File: config.mk
export PLATFORM = sky130hd
export DESIGN_NAME = photonic_allocator
export DESIGN_NICKNAME = d
export VERILOG_FILES = /design/src/rtl/photonic_allocator_pkg.sv /design/src/rtl/photonic_allocator_rr_arbiter.sv /design/src/rtl/photonic_allocator.sv
export SDC_FILE = /design/constraint.sdc
export NUM_CORES = 1
export LEC_CHECK = 0
export ABC_AREA = 1
export BUFFER_PORTS_ARGS = -buffer_cell sky130_fd_sc_hd__buf_4
export CORE_ASPECT_RATIO = 1.25
export CORE_MARGIN = 1
export CORE_UTILIZATION = 59
export DETAILED_ROUTE_END_ITERATION = 10
export PLACE_DENSITY = 0.85
export SETUP_SLACK_MARGIN = 0.02
export SLEW_MARGIN = 0
export SYNTH_ARGS = -nofsm -noshare
export SYNTH_HDL_FRONTEND = slang
export SYNTH_SLANG_ARGS = --single-unit
File: constraint.sdc
create_clock -name clk -period 7.5 [get_ports clk]
set_clock_uncertainty 0.1 [all_clocks]
set_input_delay 1.5 -clock clk [delete_from_list [all_inputs] [get_ports clk]]
set_output_delay 1.5 -clock clk [all_outputs]
set_load 0.03 [all_outputs]
File: src/rtl/photonic_allocator_pkg.sv
// Shared defaults and types for the photonic crossbar slot allocator.
// Latency: n/a (definitions only).
// Backpressure: n/a (definitions only).
package photonic_allocator_pkg;

    // Default crossbar geometry.
    localparam int PA_PORTS     = 4;
    localparam int PA_BUF_DEPTH = 8;
    localparam int PA_DW        = $clog2(PA_PORTS);

    // One crossbar configuration row (one bit per source).
    typedef logic [PA_PORTS-1:0] cfg_row_t;
    // Port number / destination field.
    typedef logic [PA_DW-1:0]    port_idx_t;

endpackage

File: src/rtl/photonic_allocator_rr_arbiter.sv
// Round-robin arbiter: one-hot grant to the first requester at or after ptr.
// Latency: combinational, no state (pointer is owned by the caller).
// Backpressure: none; gnt_vld low means nothing requested.
//
// Ports: req (request vector), ptr (highest-priority index),
//        gnt (one-hot grant), gnt_vld (some request granted).
module photonic_allocator_rr_arbiter #(
    parameter int N  = 4,
    parameter int IW = $clog2(N)
) (
    input  logic [N-1:0]  req,
    input  logic [IW-1:0] ptr,
    output logic [N-1:0]  gnt,
    output logic          gnt_vld
);

    logic [IW-1:0] idx;

    // N is a power of two, so the IW-bit add wraps the scan around naturally.
    always_comb begin
        gnt     = '0;
        gnt_vld = 1'b0;
        idx     = '0;
        for (int k = 0; k < N; k++) begin
            idx = ptr + IW'(k);
            if (!gnt_vld && req[idx]) begin
                gnt[idx] = 1'b1;
                gnt_vld  = 1'b1;
            end
        end
    end

endmodule

File: src/rtl/photonic_allocator.sv
// Per-slot scheduler for the speculative photonic crossbar with per-port OEO buffers.
// Latency: inputs sampled at edge N, all outputs registered and valid after edge N.
// Backpressure: none; contention losers go to their own OEO buffer, or are dropped when it is full.
//
// Ports: clk, rst_n (async active-low); req_valid/req_dest (live packets);
//        buf_dest (head of each OEO buffer); switch_config / switch_config_buf
//        (crossbar rows, one per output); grant, buf_push, buf_pop, drop
//        (per-input pulses); buf_count (tracked occupancy); drop_cnt (saturating).
module photonic_allocator
    import photonic_allocator_pkg::*;
#(
    parameter int PORTS     = PA_PORTS,
    parameter int BUF_DEPTH = PA_BUF_DEPTH,
    parameter int DW        = $clog2(PORTS),
    localparam int CW       = $clog2(BUF_DEPTH + 1),
    localparam int AW       = $clog2(PORTS + 1)
) (
    input  logic                         clk,
    input  logic                         rst_n,
    input  logic [PORTS-1:0]             req_valid,
    input  logic [PORTS-1:0][DW-1:0]     req_dest,
    input  logic [PORTS-1:0][DW-1:0]     buf_dest,
    output logic [PORTS-1:0][PORTS-1:0]  switch_config,
    output logic [PORTS-1:0][PORTS-1:0]  switch_config_buf,
    output logic [PORTS-1:0]             grant,
    output logic [PORTS-1:0]             buf_push,
    output logic [PORTS-1:0]             buf_pop,
    output logic [PORTS-1:0]             drop,
    output logic [PORTS-1:0][CW-1:0]     buf_count,
    output logic [31:0]                  drop_cnt
);

    logic [PORTS-1:0][DW-1:0]    bptr_q, bptr_d;
    logic [PORTS-1:0][DW-1:0]    iptr_q, iptr_d;
    logic [PORTS-1:0][PORTS-1:0] buf_req, buf_gnt;
    logic [PORTS-1:0][PORTS-1:0] live_req, live_gnt;
    logic [PORTS-1:0]            buf_won, live_won;
    logic [PORTS-1:0]            pop_d, grant_d, push_d, drop_d;
    logic [PORTS-1:0][PORTS-1:0] cfg_d;
    logic [PORTS-1:0][CW-1:0]    count_d;
    logic [AW-1:0]               drop_add;
    logic [32:0]                 drop_sum;
    logic [31:0]                 drop_cnt_d;

    // Buffer stage requests: a buffer bids only when it holds a packet.
    // A self-addressed head is illegal and simply never bids.
    always_comb begin
        buf_req = '0;
        for (int j = 0; j < PORTS; j++) begin
            for (int i = 0; i < PORTS; i++) begin
                buf_req[j][i] = (buf_count[i] != '0) && (buf_dest[i] == DW'(j))
                              && (buf_dest[i] != DW'(i));
            end
        end
    end

    // Live stage requests: an output already claimed by a buffer is closed to live traffic.
    always_comb begin
        live_req = '0;
        for (int j = 0; j < PORTS; j++) begin
            for (int i = 0; i < PORTS; i++) begin
                live_req[j][i] = req_valid[i] && (req_dest[i] == DW'(j))
                               && (req_dest[i] != DW'(i)) && !buf_won[j];
            end
        end
    end

    for (genvar j = 0; j < PORTS; j++) begin : g_arb
        photonic_allocator_rr_arbiter #(.N(PORTS), .IW(DW)) u_buf_arb (
            .req     (buf_req[j]),
            .ptr     (bptr_q[j]),
            .gnt     (buf_gnt[j]),
            .gnt_vld (buf_won[j])
        );
        photonic_allocator_rr_arbiter #(.N(PORTS), .IW(DW)) u_live_arb (
            .req     (live_req[j]),
            .ptr     (iptr_q[j]),
            .gnt     (live_gnt[j]),
            .gnt_vld (live_won[j])
        );
    end

    // Merge per-output grants into per-input pulses, then divert or drop losers.
    // "Full" is judged after this slot's pop, so a full buffer that is also
    // sending its head can still absorb a loser.
    always_comb begin
        pop_d   = '0;
        grant_d = '0;
        push_d  = '0;
        drop_d  = '0;
        for (int j = 0; j < PORTS; j++) begin
            pop_d   = pop_d | buf_gnt[j];
            grant_d = grant_d | live_gnt[j];
        end
        for (int i = 0; i < PORTS; i++) begin
            if (req_valid[i] && (req_dest[i] != DW'(i)) && !grant_d[i]) begin
                if ((buf_count[i] == CW'(BUF_DEPTH)) && !pop_d[i]) begin
                    drop_d[i] = 1'b1;
                end else begin
                    push_d[i] = 1'b1;
                end
            end
        end
    end

    // Configuration rows, occupancy, pointers and drop total for the next slot.
    always_comb begin
        cfg_d    = '0;
        count_d  = buf_count;
        bptr_d   = bptr_q;
        iptr_d   = iptr_q;
        drop_add = '0;
        for (int j = 0; j < PORTS; j++) begin
            cfg_d[j]    = live_gnt[j];
            cfg_d[j][j] = push_d[j];   // diagonal bit routes input j into its own buffer
            // Pointer moves just past the winner; DW-bit truncation gives the mod PORTS wrap.
            for (int i = 0; i < PORTS; i++) begin
                if (buf_gnt[j][i]) begin
                    bptr_d[j] = DW'(i + 1);
                end
                if (live_gnt[j][i]) begin
                    iptr_d[j] = DW'(i + 1);
                end
            end
            case ({push_d[j], pop_d[j]})
                2'b10:   count_d[j] = buf_count[j] + CW'(1);
                2'b01:   count_d[j] = buf_count[j] - CW'(1);
                default: count_d[j] = buf_count[j];
            endcase
            drop_add = drop_add + AW'(drop_d[j]);
        end
        drop_sum   = {1'b0, drop_cnt} + 33'(drop_add);
        drop_cnt_d = drop_sum[32] ? '1 : drop_sum[31:0];
    end

    always_ff @(posedge clk or negedge rst_n) begin
        if (!rst_n) begin
            switch_config     <= '0;
            switch_config_buf <= '0;
            grant             <= '0;
            buf_push          <= '0;
            buf_pop           <= '0;
            drop              <= '0;
            buf_count         <= '0;
            drop_cnt          <= '0;
            bptr_q            <= '0;
            iptr_q            <= '0;
        end else begin
            switch_config     <= cfg_d;
            switch_config_buf <= buf_gnt;
            grant             <= grant_d;
            buf_push          <= push_d;
            buf_pop           <= pop_d;
            drop              <= drop_d;
            buf_count         <= count_d;
            drop_cnt          <= drop_cnt_d;
            bptr_q            <= bptr_d;
            iptr_q            <= iptr_d;
        end
    end

`ifndef SYNTHESIS
    // Self-addressed traffic is ignored by the logic above; flag it in simulation.
    for (genvar g = 0; g < PORTS; g++) begin : g_chk
        a_req_dest: assert property (@(posedge clk) disable iff (!rst_n)
            req_valid[g] |-> (req_dest[g] != DW'(g)));
        a_buf_dest: assert property (@(posedge clk) disable iff (!rst_n)
            (buf_count[g] != '0) |-> (buf_dest[g] != DW'(g)));
        a_count_rng: assert property (@(posedge clk) disable iff (!rst_n)
            buf_count[g] <= CW'(BUF_DEPTH));
    end
`endif

endmodule

Yosys cells after proc, flatten, opt, wreduce, memory -nomap -nowiden. Index checks and enable logic that the tools add are counted.

Register bits: 112. Input bits: 22. Word-level logic and storage cells: 648.

Add/subtract/negate cells: 36. Order comparisons: 64. Eq/ne operators: 42. Muxes and demuxes: 241. Bitwise logic cells: 30. Reduce and logical (&&, ||, !) cells: 210.

Operators with widths (count): logical AND 1 bit (148); two-way mux 4 bit (32); bitwise OR 4 bit (30); two-way mux 1 bit (108); < comparator 2 x 3 -> 1 bit, second input constant (32); binary-select mux 1 bit (select 2 bit) (32); demux 1 bit (select 2 bit) (32); greater-or-equal comparator 2 x 1 -> 1 bit, second input constant (32); two-way mux 2 bit (32); nonzero test 4 bit (12); == test 2 bit, second input constant (20); zero test 1 bit (36); adder 32 x 3 -> 33 bit (1); adder 2 bit, second input constant (16); two-way mux 32 bit (1); one-hot mux 4 bit (2 select lines) (4); == test 2 x 1 -> 1 bit, second input constant (12); adder 2 x 1 -> 2 bit, second input constant (8); adder 4 x 1 -> 4 bit, second input constant (4); == test 4 bit, second input constant (4); zero test 2 bit (8); subtractor 4 x 1 -> 4 bit, second input constant (4); nonzero test 2 bit (6); inequality test 2 bit, second input constant (4); other kinds (4) (5).

Logic depth before layout (Yosys ltp). Gate-level depths: netlist of run 1.

Depth in word-level cells: 40. Depth in mapped cells: 36.

Modules after synthesis. A second synthesis of run 1 with hierarchy kept.

Cells, all modules: 1227. Area total of the unflattened synthesis: 8700.8 µm².

By module, submodules not included: photonic_allocator (times used 1, cells each 619, area an instance 5312.6 µm², seq. area each 2702.6 µm²); photonic_allocator_rr_arbiter (g_arb[0].u_buf_arb ...) (times used 7, cells each 76, area an instance 424.2 µm², seq. area each 0.0 µm²); photonic_allocator_rr_arbiter (g_arb[3].u_live_arb) (times used 1, cells each 76, area an instance 419.2 µm², seq. area each 0.0 µm²).

Least setup slack after synthesis of run 1. No wires, ideal clock.

Kind: input to register. From: input buf_dest[1] (netlist name). To: register drop_cnt[28]. Library setup time: 119 ps. Arrival: 5715 ps. Path slack: 1566 ps. Cell stages on the path: 34. Buffers on the path: 0. Path through: inv_1 nor2_1 nand3_2 nand3_2 nand2_2 nand2_2 nor2_4 nand4_1 nand2_1 nand2_1 nand2_2 nor2_4 nand3_2 nand3_1 nor2_2 nand3_1 nor2_1 fa_1 inv_1 fa_1 inv_1 fa_1 nand3_1 nor2_2 nand4_1 nor2_1 nand4_1 nor2_1 nand2_1 nor4_4 nand2_1 nor2_1 o211ai_1 o21a_1.

RTL lines: start, declared (line photonic_allocator.sv:22) `input logic [PORTS-1:0][DW-1:0] buf_dest,`; end signal, assigned (line photonic_allocator.sv:156) `drop_cnt <= drop_cnt_d;`; end, declared (line photonic_allocator.sv:30) `output logic [31:0] drop_cnt`.

==> results of run 1 <==
state kept, by name, indices dropped and copies added (netlist names):
name               count
switch_config         12
bptr_q                 8
iptr_q                 8
buf_push               4
buf_pop                4
drop                   4
buf_count             16
switch_config_buf     16
drop_cnt              32
grant                  4
layout make-up:
cell class | count | area (sq um)
clock buffer | 9 | 225
timing repair buffer | 120 | 901
inverter | 146 | 548
tap | 171 | 214
clock inverter | 6 | 56.3
sequential | 108 | 2700
fill | 1083 | 3840
multi-input combinational | 775 | 4860
power breakdown:
group	leakage (nW)	internal [mW]	switching, mW	total, mW
logic	3.60	1.20	2.20	3.40
clock network	0.136	0.232	0.240	0.472
registers	1.38	0.811	0.239	1.05
stage by stage:
| step | cell area (sq um) | worst slack [ns] | total power, mW |
|---|---|---|---|
| final | 9510 | 1.09 | 4.92 |
| after global routing | 9510 | 0.660 | 5.40 |
| after CTS | 9510 | 1.14 | 4.92 |
| after detailed placement | 9230 | 0.809 | 4.43 |
| after global placement | 9230 | 0.867 | 4.33 |
| after floorplan | 8150 | 1.57 | 3.56 |
final timing paths:
check | endpoint | cells after the start | start | slack, ns
max reg2reg | drop_cnt[31] | 33 | bptr_q[6] | 1.42
min in group asynchronous | drop_cnt[30] | 1 | rst_n | 0.96
max in group asynchronous | buf_push[3] | 2 | rst_n | 5.02
max | drop_cnt[31] | 36 | buf_dest[3] | 1.09
min reg2reg | drop_cnt[31] | 1 | drop_cnt[31] | 0.45
min | drop_cnt[31] | 1 | drop_cnt[31] | 0.45
per-layer routing:
layer	global-route usage [%]	routed length (um)	part of all wire, %	vias to the layer above
li1	-	-	-	3686
met1	35.3	7990	40	3452
met2	49.9	10100	51	242
met3	4.45	1020	5.2	49
met4	12.8	694	3.5	0
met5	0	0	0	-
layout by cell type, fill, tap and decap left out, drive strengths merged:
cell type / n
a211oi: 4
a21bo: 1
a21o: 1
a21oi: 25
a221oi: 2
a22oi: 3
a311oi: 1
a31oi: 3
buf: 120
clkbuf: 9
clkinv: 4
clkinvlp: 1
dfrtp: 108
fa: 7
ha: 72
inv: 147
nand2: 225
nand3: 149
nand3b: 6
nand4: 54
nor2: 110
nor3: 14
nor4: 7
o211ai: 4
o21a: 1
o21ai: 45
o21bai: 2
o221ai: 3
o22ai: 2
o31ai: 1
or2: 7
or3: 1
or3b: 1
xnor2: 10
xor2: 14
kinds of logic (layout without fill, tap and decap cells):
family / after synthesis / in the layout
AND/OR/NAND/NOR: 574 / 574
buffers and inverters: 152 / 281
flip-flops: 108 / 108
AO/OA/AOI/OAI: 98 / 98
adder cells (fa/ha/maj): 79 / 79
XOR/XNOR: 24 / 24
worst register-to-register path: cells and delay by family, from the launching register on:
family / cells / cell delay (ns)
simple gates: 23 / 3.18
fa+ha+maj: 4 / 1.47
flops: 1 / 0.53
buf+inv: 4 / 0.50
compound gates: 2 / 0.24
==> results.txt, run 1 <==
Worst slew pin tran -> 0.976 ns
Largest cells by area after synthesis -> dfrtp_1, ha_1, nand2_1, nand3_1, inv_1
Power Dens Cells -> 517 nW/um^2
Slew Limit Headroom -> 34.9%
Compound-cell area share of the yosys netlist -> 7.34%
Critical Path AT -> 6.61 ns
Drt drc -> 0
Layout cells sized above 1 -> 21.6%
CP Capture Type -> register
Yosys top cell area share -> 33.2%
Crit path kind -> input pin to register
RSZ-0062 raised after global routing -> no
Hold Path Class -> register to register
Critical Path RT -> 7.70 ns
Setup TNS -> 0 ns
Final Hold Viols -> 0
Post-synth ARST share -> 100%
Post-Layout Cell Count -> 1335
Post-route ant nets -> 0
CTS root buffer -> clkbuf_16
Initial antenna violation count -> 0
CTS H-tree depth -> 3
Hold_buf cts -> 0
Area share of fa/ha/maj cells after synthesis -> 12.8%
Mux cell area share after synthesis -> 0%
Family with the most delay on the worst path -> simple AND/OR/NAND/NOR gates
Final Net Count -> 1261
IO buf count -> 117
Die area -> 14300 sq um
Mapped Area -> 8150 sq um
WL per Instance -> 14.8 um
Sequential share of the synthesized area -> 33.2%
Core outline area -> 13300 sq um
Vias in the first global route -> 7087
Fin crit period -> 6.41 ns
Worst-path cell with the longest stage delay -> fa_1
Leakage power -> 5.12 nW
Tot GR Track Use -> 28.9%
Clock latency on the worst-skew pair -> 0.36 ns
Clock Tree Buf Depth -> 2
Slew Viols, Final -> 0
Syn avg cell area -> 7.87 sq um
Worst path most repeated cell -> nand2_1
Synth area leader -> dfrtp_1
TritonCTS Buffers -> 9
Dpl cells -> 1320
P&R area growth vs syn -> 16.7%
Syn Inst Count -> 1035
Post-CTS Setup Inserts -> 0
Startpoint Class -> input pin
CTS Sinks -> 108
Netlist cell types -> 50
Simple-Gate Fraction of Synth Area -> 37.0%
Crit path buf inv count -> 5
Post-DP HPWL -> 15500 um
Status -> finished clean
Cell Rows -> 47
Synth Area in XOR/XNOR -> 2.58%
Util after Layout -> 71.2%
Max incr delay on CP -> 0.51 ns
Initial Util -> 61.1%
Die Width -> 107 um
Final setup viols -> 0
WL final -> 19800 um
First-pass GRT wire length -> 32800 um
FMAX -> 156 MHz
Count leader, synth -> nand2_1
Synth Register Bits -> 108
VDD IR-drop max -> 478 uV
Syn nets -> 1136
Vias per inst -> 5.56
Die H -> 133 um
Max-cap violations -> 0
Clock-pin slew on the worst setup and hold paths -> 0.08 ns
GRT overflow -> 0
1st-iter DRT viols -> 572
DRT Pass-1 Iters -> 5
Post-synth EDFFs -> 0
Period utilization -> 85.4%
Placer congestion estimate -> 0.887
Most frequent cells after synthesis -> nand2_1, inv_1, nand3_1
N_diodes -> 0
Synth warn -> 0
Worst Hold Slack -> 0.448 ns
Largest net degree at the start of global routing -> 78
Main combinational cell family by area after synthesis -> simple AND/OR/NAND/NOR gates
Main flop type after synthesis -> dfrtp_1
Routed via count -> 7429
CTS tree -> built
I/O pins -> 118
CP max FO -> 7
Post-cts resize count -> 0
Note: power is estimated with default switching activity, not from simulation.
==> inputs of run 2 (changes only) <==
==> constraint.sdc (replaced) <==
create_clock -name clk -period 7.5 [get_ports clk]
set_clock_uncertainty 0.1 [all_clocks]
set_input_delay 0.75 -clock clk [delete_from_list [all_inputs] [get_ports clk]]
set_output_delay 0.75 -clock clk [all_outputs]
set_load 0.03 [all_outputs]
==> results.txt, run 2 (same netlist as run 1, synthesis figures left out) <==
Largest net degree at the start of global routing -> 78 (unchanged)
Routed via count -> 7585 (was 7429)
Clock Tree Buf Depth -> 2 (unchanged)
Max incr delay on CP -> 0.72 ns (was 0.51 ns)
Final Net Count -> 1259 (was 1261)
Crit path kind -> register to register (was input pin to register)
Die H -> 133 um (unchanged)
N_diodes -> 0 (unchanged)
CP Capture Type -> register (unchanged)
Clk pwr share -> 9.5% (was 9.6%)
Slew Limit Headroom -> 35.6% (was 34.9%)
Initial Util -> 61.1% (unchanged)
Most frequent cells in the layout -> nand2_1, inv_1, nand3_1 (unchanged)
Clock-pin slew on the worst setup and hold paths -> 0.08 ns (about the same)
CP cell instances -> inv_2 > ha_1 > nand3b_1 > nand2_1 > nand2_2 > nor2_4 > nand2_1 > o21ai_0 > nor2_1 > nand3_1 > nor2_1 > fa_1 > inv_1 > fa_1 > inv_1 > fa_1 > nand3_1 > or3_1 > nor4_1 > nand3_1 > a21bo_2
Final setup viols -> 0 (unchanged)
Fin crit period -> 6.26 ns (was 6.41 ns)
Cell Rows -> 47 (unchanged)
Largest registers -> drop_cnt x32, buf_count x16, switch_config_buf x16 (unchanged)
Comb pwr share -> 69.2% (was 69.1%)
IO buf count -> 117 (unchanged)
Core outline area -> 13300 sq um (unchanged)
Vias in the first global route -> 7322 (was 7087)
Layout cells sized above 1 -> 21.4% (was 21.6%)
I/O pins -> 118 (unchanged)
Startpoint Class -> register (was input pin)
Post-cts resize count -> 0 (unchanged)
Period utilization -> 83.4% (was 85.4%)
Hold_buf cts -> 0 (unchanged)
Placer congestion estimate -> 0.908 (was 0.887)
Worst slew pin tran -> 0.967 ns (was 0.976 ns)
Vias per inst -> 5.69 (was 5.56)
Power Dens Cells -> 522 nW/um^2 (was 517 nW/um^2)
CTS root buffer -> clkbuf_16 (unchanged)
Drt drc -> 0 (unchanged)
1st-iter DRT viols -> 682 (was 572)
CTS tree -> built (unchanged)
Worst r2r path cells -> 21 (was 33)
FMAX -> 160 MHz (was 156 MHz)
Max-cap violations -> 0 (unchanged)
Initial antenna violation count -> 0 (unchanged)
Post-route ant nets -> 0 (unchanged)
CP max FO -> 21 (was 7)
VDD IR-drop max -> 462 uV (was 478 uV)
Net Sw Frac -> 54.7% (was 54.5%)
P&R area growth vs syn -> 16.5% (was 16.7%)
WL per Instance -> 15.2 um (was 14.8 um)
Critical Path RT -> 7.69 ns (was 7.70 ns)
Sequential share of power -> 21.2% (was 21.3%)
P_int -> 2.25 mW (was 2.24 mW)
Post-CTS Setup Inserts -> 0 (unchanged)
First-pass GRT wire length -> 33500 um (was 32800 um)
CTS Sinks -> 108 (unchanged)
Die area -> 14300 sq um (unchanged)
Largest Register -> drop_cnt (unchanged)
TritonCTS Buffers -> 9 (unchanged)
DRT Pass-1 Iters -> 8 (was 5)
RSZ-0062 raised after global routing -> no (unchanged)
Clock latency on the worst-skew pair -> 0.36 ns (about the same)
Worst-path cell with the longest stage delay -> nand3_1 (was fa_1)
Leakage power -> 5.11 nW (was 5.12 nW)
Tot GR Track Use -> 29.2% (was 28.9%)
Most common cell after layout, fill and taps aside -> nand2_1 (unchanged)
Util after Layout -> 71.2% (about the same)
GRT overflow -> 0 (unchanged)
Critical Path AT -> 6.45 ns (was 6.61 ns)
Final Hold Viols -> 0 (unchanged)
WL final -> 20300 um (was 19800 um)
CTS H-tree depth -> 3 (unchanged)
Filler cells -> 1046 (was 1083)
Max reg flops -> 32 (unchanged)
Die Width -> 107 um (unchanged)
Hold Path Class -> input pin to asynchronous set/reset pin (was register to register)
Status -> finished clean (unchanged)
Setup TNS -> 0 ns (unchanged)
NetSw -> 2.72 mW (was 2.68 mW)
Slew Viols, Final -> 0 (unchanged)
Crit path from -> bptr_q[4] (was buf_dest[3])
Post-DP HPWL -> 15600 um (was 15500 um)
Critical R2R Launch -> bptr_q[4] (was bptr_q[6])
==> run 2: cell count changes in the layout (fill, tap and decap cells not counted), sizes merged <==
| cell | change |
|---|---|
| buf | -2 |
| clkbuf | +2 |
| clkinvlp | +1 |
| inv | -2 |
==> run 2: per-layer routing <==
| metal | track usage [%] | wire (um) |
|---|---|---|
| met3 | 3.96 | 1100 |
| met2 | 51.5 | 10400 |
| met5 | 0 | 0 |
| met4 | 14.1 | 752 |
| met1 | 34.5 | 8010 |
==> run 2: worst paths after layout <==
| kind | end | slack [ns] |
|---|---|---|
| setup / recovery | drop_cnt[12] | 1.24 |
| hold / removal | drop_cnt[28] | 0.20 |
| setup reg to reg | drop_cnt[12] | 1.24 |
| hold reg to reg | drop_cnt[31] | 0.44 |
| max in group asynchronous | grant[0] | 5.77 |
| min in group clk | drop_cnt[31] | 0.44 |
==> run 2: layout make-up <==
cell class / count / area, sq um / share of cell area, %
timing repair buffer: 118 / 886 / 9.33
tap: 171 / 214 / 2.25
multi-input combinational: 775 / 4860 / 51.2
inverter: 146 / 548 / 5.77
clock inverter: 5 / 43.8 / 0.461
clock buffer: 11 / 243 / 2.56
sequential: 108 / 2700 / 28.5
==> run 2: through the flow <==
step / setup WS (ns) / hold slack, ns / power, mW / std cells / area [sq um]
6_report: 1.24 / 0.202 / 4.96 / 1334 / 9500
5_1_grt: 0.740 / 0.240 / 5.41 / 1334 / 9500
4_1_cts: 1.29 / 0.223 / 4.95 / 1334 / 9500
3_5_place_dp: 1.32 / 0.425 / 4.44 / 1318 / 9210
3_3_place_gp: 1.39 / 0.420 / 4.33 / 1318 / 9210
2_1_floorplan: 2.28 / 0.354 / 3.56 / 1035 / 8150
==> run 2: power by group through the flow <==
| stage | logic, mW | registers [mW] | clock network [mW] |
|---|---|---|---|
| floorplan | 2.30 | 1.26 | 0 |
| CTS | 3.42 | 1.05 | 0.480 |
| detailed placement | 3.39 | 1.06 | 0 |
| global placement | 3.28 | 1.05 | 0 |
| finish | 3.44 | 1.05 | 0.473 |
| global route | 3.83 | 1.08 | 0.502 |
==> run 2: worst max-delay path, delay by kind of cell, from the launching register on <==
family                     cells  cell delay (ns)
buffers and inverters          3             0.32
adders and majority gates      4             1.48
AOI/OAI and AO/OA              2             0.88
DFF                            1             0.59
and+or+nand+nor               12             2.82
